File: src/rtl/refresh_sequencer.sv
`default_nettype none
// refresh_sequencer: drains the scheduler, precharges, issues REF with tRP/tRFC spacing
// and restarts the refresh interval counter.  Rev 1.0
module refresh_sequencer #(
  parameter int tRP       = 16,
  parameter int tRFC      = 420,
  parameter int LATE_MAX  = 64,
  parameter int NUM_BANKS = 16
) (
  input  logic                 CK_t,
  input  logic                 reset,
  input  logic                 refresh_almost,
  input  logic                 refresh_rdy,
  input  logic                 refresh_done,
  input  logic [NUM_BANKS-1:0] bank_open,
  input  logic                 sched_busy,
  input  logic                 cmd_ready,
  output logic                 block_act,
  output logic                 cmd_valid,
  output logic                 cmd_type,
  output logic                 clear_refresh,
  output logic                 ref_active,
  output logic                 ref_late,
  output logic                 done_mismatch
);

  localparam int c_dly_max = (tRP > tRFC) ? tRP : tRFC;
  localparam int c_dly_w   = (c_dly_max > 1) ? $clog2(c_dly_max) : 1;
  localparam int c_late_w  = $clog2(LATE_MAX + 1);

  localparam logic [c_dly_w-1:0]  c_trp_load  = c_dly_w'(tRP - 1);
  localparam logic [c_dly_w-1:0]  c_trfc_load = c_dly_w'(tRFC - 1);
  localparam logic [c_late_w-1:0] c_late_max  = c_late_w'(LATE_MAX);
  localparam logic [c_late_w-1:0] c_late_last = c_late_w'(LATE_MAX - 1);

  typedef enum logic [2:0] {
    S_IDLE      = 3'd0,
    S_DRAIN     = 3'd1,
    S_PREA      = 3'd2,
    S_TRP_WAIT  = 3'd3,
    S_WAIT_RDY  = 3'd4,
    S_REF       = 3'd5,
    S_TRFC_WAIT = 3'd6,
    S_CLEAR     = 3'd7
  } state_t;

  state_t                r_state;
  state_t                w_state_nxt;
  logic [c_dly_w-1:0]    r_dly_cnt;
  logic [c_late_w-1:0]   r_late_cnt;
  logic                  r_almost_q;
  logic                  r_rdy_q;
  logic                  r_done_q;

  logic w_start;
  logic w_prea_hs;
  logic w_ref_hs;
  logic w_pre_trfc;
  logic w_late_tick;
  logic w_done_rise;

  // Only a fresh rising flag starts a sequence; levels left over from the last one are ignored.
  assign w_start     = (refresh_almost & ~r_almost_q) | (refresh_rdy & ~r_rdy_q);
  assign w_prea_hs   = (r_state == S_PREA) & cmd_ready;
  assign w_ref_hs    = (r_state == S_REF) & cmd_ready;
  assign w_pre_trfc  = (r_state != S_TRFC_WAIT) & (r_state != S_CLEAR);
  assign w_late_tick = refresh_rdy & w_pre_trfc & ~w_ref_hs;
  assign w_done_rise = refresh_done & ~r_done_q;

  always_comb begin
    w_state_nxt = r_state;
    unique case (r_state)
      S_IDLE:      if (w_start)           w_state_nxt = S_DRAIN;
      S_DRAIN:     if (!sched_busy)       w_state_nxt = (|bank_open) ? S_PREA : S_WAIT_RDY;
      S_PREA:      if (cmd_ready)         w_state_nxt = S_TRP_WAIT;
      S_TRP_WAIT:  if (r_dly_cnt == '0)   w_state_nxt = S_WAIT_RDY;
      S_WAIT_RDY:  if (refresh_rdy)       w_state_nxt = S_REF;
      S_REF:       if (cmd_ready)         w_state_nxt = S_TRFC_WAIT;
      S_TRFC_WAIT: if (r_dly_cnt == '0)   w_state_nxt = S_CLEAR;
      S_CLEAR:                            w_state_nxt = S_IDLE;
      default:                            w_state_nxt = S_IDLE;
    endcase
  end

  // Outputs are registered from the next state so they line up with the state register.
  always_ff @(posedge CK_t) begin
    if (reset) begin
      r_state       <= S_IDLE;
      r_dly_cnt     <= '0;
      r_late_cnt    <= '0;
      r_almost_q    <= 1'b0;
      r_rdy_q       <= 1'b0;
      r_done_q      <= 1'b0;
      block_act     <= 1'b0;
      ref_active    <= 1'b0;
      cmd_valid     <= 1'b0;
      cmd_type      <= 1'b0;
      clear_refresh <= 1'b1;
      ref_late      <= 1'b0;
      done_mismatch <= 1'b0;
    end else begin
      r_state       <= w_state_nxt;
      r_almost_q    <= refresh_almost;
      r_rdy_q       <= refresh_rdy;
      r_done_q      <= refresh_done;
      block_act     <= (w_state_nxt != S_IDLE);
      ref_active    <= (w_state_nxt != S_IDLE);
      cmd_valid     <= (w_state_nxt == S_PREA) | (w_state_nxt == S_REF);
      cmd_type      <= (w_state_nxt == S_REF);
      clear_refresh <= (w_state_nxt == S_CLEAR);

      if (w_prea_hs) begin
        r_dly_cnt <= c_trp_load;
      end else if (w_ref_hs) begin
        r_dly_cnt <= c_trfc_load;
      end else if (((r_state == S_TRP_WAIT) | (r_state == S_TRFC_WAIT)) && (r_dly_cnt != '0)) begin
        r_dly_cnt <= r_dly_cnt - c_dly_w'(1);
      end

      if (w_ref_hs) begin
        r_late_cnt <= '0;
      end else if (w_late_tick && (r_late_cnt != c_late_max)) begin
        r_late_cnt <= r_late_cnt + c_late_w'(1);
      end

      if (w_late_tick && (r_late_cnt == c_late_last)) begin
        ref_late <= 1'b1;
      end

      if (w_done_rise && w_pre_trfc) begin
        done_mismatch <= 1'b1;
      end
    end
  end

endmodule
`default_nettype wire

File: config.mk
export PLATFORM = sky130hd
export DESIGN_NAME = refresh_sequencer
export DESIGN_NICKNAME = d
export VERILOG_FILES = /design/src/rtl/refresh_sequencer.sv
export SDC_FILE = /design/constraint.sdc
export NUM_CORES = 1
export LEC_CHECK = 0
export BUFFER_PORTS_ARGS = -buffer_cell sky130_fd_sc_hd__buf_2
export CORE_MARGIN = 8
export CORE_UTILIZATION = 44
export CTS_BUF_LIST = sky130_fd_sc_hd__clkbuf_4 sky130_fd_sc_hd__clkbuf_8
export DETAILED_ROUTE_END_ITERATION = 10
export PLACE_DENSITY = 0.67
export SYNTH_ARGS = -nofsm -noshare
export SYNTH_HDL_FRONTEND = slang
export SYNTH_SLANG_ARGS = --single-unit
File: constraint.sdc
create_clock -name CK_t -period 3.9 [get_ports CK_t]
set_input_delay 0.39 -clock CK_t [delete_from_list [all_inputs] [get_ports CK_t]]
set_output_delay 0.39 -clock CK_t [all_outputs]
set_load 0.02 [all_outputs]
; ---- Word level (Yosys, flattened, before mapping)
; Index checks and enable logic that the tools add are counted.
; Widths: inputs -> output; s select.
[totals]
input_bits = 23
reg_bits = 28
elab_cells = 71
mem_bits_rw = 0
out_inout_bits = 7
mem_bits_ro = 0
latch_bits = 0
memories = 0
[op_classes]
shift = 0
add_sub_neg = 2
n_mux = 12
bitwise_logic = 15
multipliers = 0
reduce_logical = 14
order_cmp = 0
n_eq_ne = 14
div = 0
[ops]
columns = op, count
row1 = $mux 3, 8
row2 = $pmux 3 s8, 1
row3 = $eq 3x3->1 const B, 6
row4 = $mux 9, 2
row5 = $reduce_or 16->1, 1
row6 = $eq 3x2->1 const B, 3
row7 = $logic_not 9->1, 1
row8 = $reduce_bool 9->1, 1
row9 = $sub 9x1->9 const B, 1
row10 = $and 1x1->1, 8
row11 = $add 7x1->7 const B, 1
row12 = $eq 7x6->1 const B, 1
row13 = $ne 7x7->1 const B, 1
row14 = $ne 3x3->1 const B, 2
row15 = $reduce_bool 3->1, 2
row16 = $logic_and 1x1->1, 4
row17 = $mux 4, 1
row18 = $not 1->1, 4
row19 = $reduce_or 2->1, 2
row20 = $eq 3x1->1 const B, 1
row21 = $logic_not 3->1, 1
row22 = $or 1x1->1, 3
row23 = $reduce_or 3->1, 1
row24 = $reduce_bool 2->1, 1

; ---- Logic depth before layout (Yosys ltp)
[logic_depth]
depth_word = 7
depth_mapped = 8
depth_no_buf = 7

; ---- Worst setup path before layout
; OpenSTA, ideal clock, no wires.
[synth_timing]
path_kind = register to register
from = register r_dly_cnt[0]
to = register r_dly_cnt[2]
arrival_time_ps = 1612
setup_slack_ps = 2157
n_path_buf = 1
stages_incl_launch_ff = 9
cell_sequence = dfxtp_1 -> inv_1 -> ha_1 -> or4b_1 -> buf_2 -> o211a_4 -> nand2_1 -> xor2_1 -> o22ai_1
[synth_via]
elab_chain_len = 4
[synth_lines]
columns = item, line
row1 = "start, declared", 49  ; logic [c_dly_w-1:0] r_dly_cnt;
row2 = "start signal, assigned", 113  ; r_dly_cnt <= c_trp_load;
row3 = "start signal, assigned", 115  ; r_dly_cnt <= c_trfc_load;
row4 = "start signal, assigned", 117  ; r_dly_cnt <= r_dly_cnt - c_dly_w'(1);
row5 = $sub 9x1->9, 117
row6 = $mux 9, 116  ; end else if (((r_state == S_TRP_WAIT) | (r_state == S_TRFC_WAIT)) && (r_dly_cnt != '0)) begin
row7 = $mux 9, 114  ; end else if (w_ref_hs) begin
row8 = $mux 4, 112  ; if (w_prea_hs) begin
; Several ways; a longest one is shown, not always the timed one. The select of a mux whose other input is x is not followed.
; A chain may end at the register's enable or synchronous reset.

; ---- Worst setup path after layout
; Same ends and word-level chain as after synthesis.

==> results.py <==
metrics = {
    "yosys": {
        "synth_area_per_cell_um2": 8.20,
        "synth_nets": 198,
        "synth_compound_area_share_pct": 21.0,
        "ys_ff_latch": 28,
        "ys_seq_area_share_pct": 39.8,
        "ys.flop_type": "dfxtp_1",
        "synth-adder-area-share_pct": 2.66,
        "syn_inst": 172,
        "synth_top_family_by_area": "simple AND/OR/NAND/NOR gates",
        "synth_xor_area_share_pct": 6.21,
        "synthArstFlopShare_pct": 0,
        "yosys.cell_types.count": 38,
        "synth-edff-count": 0,
        "synthSimpleGateAreaFrac_pct": 23.5,
        "synth_mux_area_share_pct": 0,
        "netlist_area_mm2": 0.00141,
        "synth_warnings": 0,
    },
    "global_routing": {
        "grt_max_degree": 17,
        "grt_overflow_total": 0,
        "grt_usage_pct": 12.1,
        "grt_pass1_wl_um": 5300,
        "antenna_found_initial": 0,
        "grt_pass1_vias": 1219,
    },
    "setup_path": {
        "start_kind": "flop",
        "reg2reg_to": "r_dly_cnt[2]",
        "crit_fanout": 6,
        "crit_required_ns": 4.12,
        "path_class": "flop to flop",
        "reg2reg_slack_ns": 2.01,
        "cp-startpoint": "r_dly_cnt[0]",
        "cp-end-kind": "flop",
        "r2r_start": "r_dly_cnt[0]",
        "arrival_ns": 2.11,
        "worstSetupEndpoint": "r_dly_cnt[2]",
        "r2r_cells": 7,
    },
    "clock_network": {
        "cts.sinks": 28,
        "cts.reportedPaths.clkPinSlew_ns": 0.15,
        "cts-buffers-inserted": 3,
        "cts_tree": "done",
        "worst_skew_pair.late_latency_ns": 0.32,
        "cts_hold_buffers": 0,
        "clockBufferDepth": 2,
        "postCtsResizedCells": 0,
        "cts-root-buf": "clkbuf_4",
        "h-tree-depth": 1,
        "post_cts_buffers": 0,
    },
    "min_path": {
        "min_path_type": "primary input to flop",
        "hold_depth": 2,
    },
    "timing": {
        "period_needed_ns": 1.89,
        "fin_skew_ns": 0.0116,
        "final-setup-viol-count": 0,
        "max_freq_mhz": 528,
        "worstMarginPinSlew_ns": 0.559,
        "relSlewSlack_pct": 62.7,
        "finalHoldViolations": 0,
        "drv_slew": 0,
        "tns_ns": 0,
        "fin_crit_sh_pct": 48.6,
        "rsz0062_at_grt": "no",
    },
    "detailed_routing": {
        "route.detailed.drc": 0,
        "ant_nets": 0,
        "post_drt_wl_per_cell_um": 12.9,
        "finalWirelength_um": 3130,
        "dr_total_vias": 1305,
        "drtPass1Iterations": 5,
        "drt_iter0_drc": 95,
        "avgViaCountPerCell": 5.39,
    },
    "power": {
        "power_leakage_nw": 0.652,
        "power_density_mw_per_mm2": 382,
        "p_int_mw": 0.452,
        "clkPwrFrac_pct": 30.0,
        "pwr-share-seq_pct": 51.8,
        "vdd_drop_max_uv": 211,
        "power_frac_comb_pct": 18.2,
        "power.switching_mw": 0.167,
        "swShare_pct": 27.0,
    },
    "cells_and_area": {
        "syn_to_final_growth_pct": 14.8,
        "multi_input_area_um2": 753,
        "nFillCells": 300,
        "finalInstanceArea_mm2": 0.00162,
        "final_nets": 225,
        "antenna_cells": 0,
        "drive_above_1_share_pct": 19.2,
        "final_cell_mix": "29 x buf_2, 28 x dfxtp_1, 17 x nor2_1",
        "seqCellArea_um2": 561,
        "final_core_util_pct": 53.0,
        "mostFrequentLayoutCell": "buf_2",
    },
    "run_status": {
        "status": "finished, final reports clean",
    },
    "floorplan": {
        "rows": 20,
        "top_level_ports": 30,
        "start_util_pct": 46.2,
        "die_y_um": 72.6,
        "core_mm2": 0.00305,
        "die_w_um": 72.6,
        "die-area_mm2": 0.00527,
    },
    "placed_design": {
        "gp_routability_congestion": 0.876,
        "hpwl_um": 2420,
        "port_buffers": 29,
        "dpl_cell_area_mm2": 0.00157,
    },
    "run": {
        "drv_cap": 0,
    },
}
-- sequential cells by signal, summed over array words and instances (netlist names) --
signal	flops
done_mismatch	1
ref_active	1
r_late_cnt	7
r_done_q	1
cmd_type	1
r_almost_q	1
clear_refresh	1
r_rdy_q	1
ref_late	1
r_state	3
r_dly_cnt	9
cmd_valid	1
-- synthesized netlist by cell type, drive strengths merged, types with 2 or more instances --
cell | instances | share of area (%)
ha | 3 | 2.7
nand3 | 6 | 2.1
a31oi | 2 | 0.89
o22ai | 2 | 0.89
nor4 | 6 | 2.7
xor2 | 4 | 2.5
and3 | 2 | 0.89
inv | 14 | 3.7
o2111ai | 4 | 2.9
xnor2 | 6 | 3.7
nor2b | 5 | 2.2
buf | 5 | 2.6
nor3 | 10 | 3.5
o21a | 2 | 1.1
nor3b | 2 | 1.1
nor2 | 17 | 4.5
a21oi | 13 | 4.6
dfxtp | 28 | 40
clkbuf | 2 | 0.53
or3 | 3 | 1.4
a211oi | 3 | 1.6
o21ai | 13 | 4.9
nand2 | 10 | 2.7
-- worst max-delay path, cell delays in order (launching register included) --
cell and delay [ns]:
dfxtp_1 0.36, inv_1 0.06, ha_1 0.17, or4b_1 0.58, o211a_4 0.30, nand2_1 0.08
xor2_1 0.15, o22ai_1 0.09
-- metal layers --
metal | share of wire [%] | up-vias | global-route usage [%]
met4 | 0.48 | 0 | 3.33
met2 | 47 | 43 | 21.0
met5 | 0 | - | 0
met1 | 43 | 590 | 13.7
li1 | - | 670 | -
met3 | 10 | 2 | 4.26
-- kinds of logic (layout without fill, tap and decap cells) --
group / count (synthesis) / count (layout)
AO/OA/AOI/OAI: 45 / 45
adder cells (fa/ha/maj): 3 / 3
XOR/XNOR: 10 / 10
AND/OR/NAND/NOR: 65 / 65
buffers and inverters: 21 / 47
flip-flops: 28 / 28
-- cell type report --
class | instances | share of cell area [%]
repair buffers | 29 | 8.96
well taps | 44 | 3.40
inverters | 14 | 3.25
multi-input cells | 123 | 46.5
clock inverters | 1 | 1.85
clock buffers | 3 | 1.39
flip-flops and latches | 28 | 34.6
-- power groups by stage --
stage	Combinational [mW]	Sequential [mW]	Clock [mW]
3_3_place_gp	0.108	0.326	0
4_1_cts	0.113	0.320	0.194
6_report	0.113	0.320	0.186
5_1_grt	0.127	0.324	0.205
2_1_floorplan	0.0884	0.322	0
3_5_place_dp	0.112	0.327	0
-- how the worst min path moves through the flow --
stage          slack [ns]     startpoint             to
3_5_place_dp         0.46       ref_late       ref_late
3_3_place_gp         0.45  done_mismatch  done_mismatch
4_1_cts              0.27   refresh_done       r_done_q
2_1_floorplan        0.46          reset     r_almost_q
6_report             0.28   refresh_done       r_done_q
5_1_grt              0.29   refresh_done       r_done_q
-- metrics by stage --
stage | setup WS, ns | cells | hold slack [ns] | total power [mW]
floorplan | 2.16 | 172 | 0.462 | 0.410
global placement | 2.10 | 238 | 0.449 | 0.434
detailed placement | 2.03 | 238 | 0.460 | 0.439
CTS | 2.00 | 242 | 0.268 | 0.627
global route | 1.83 | 242 | 0.286 | 0.656
finish | 2.01 | 242 | 0.277 | 0.619
No activity file was read; power rests on OpenSTA's default activity.
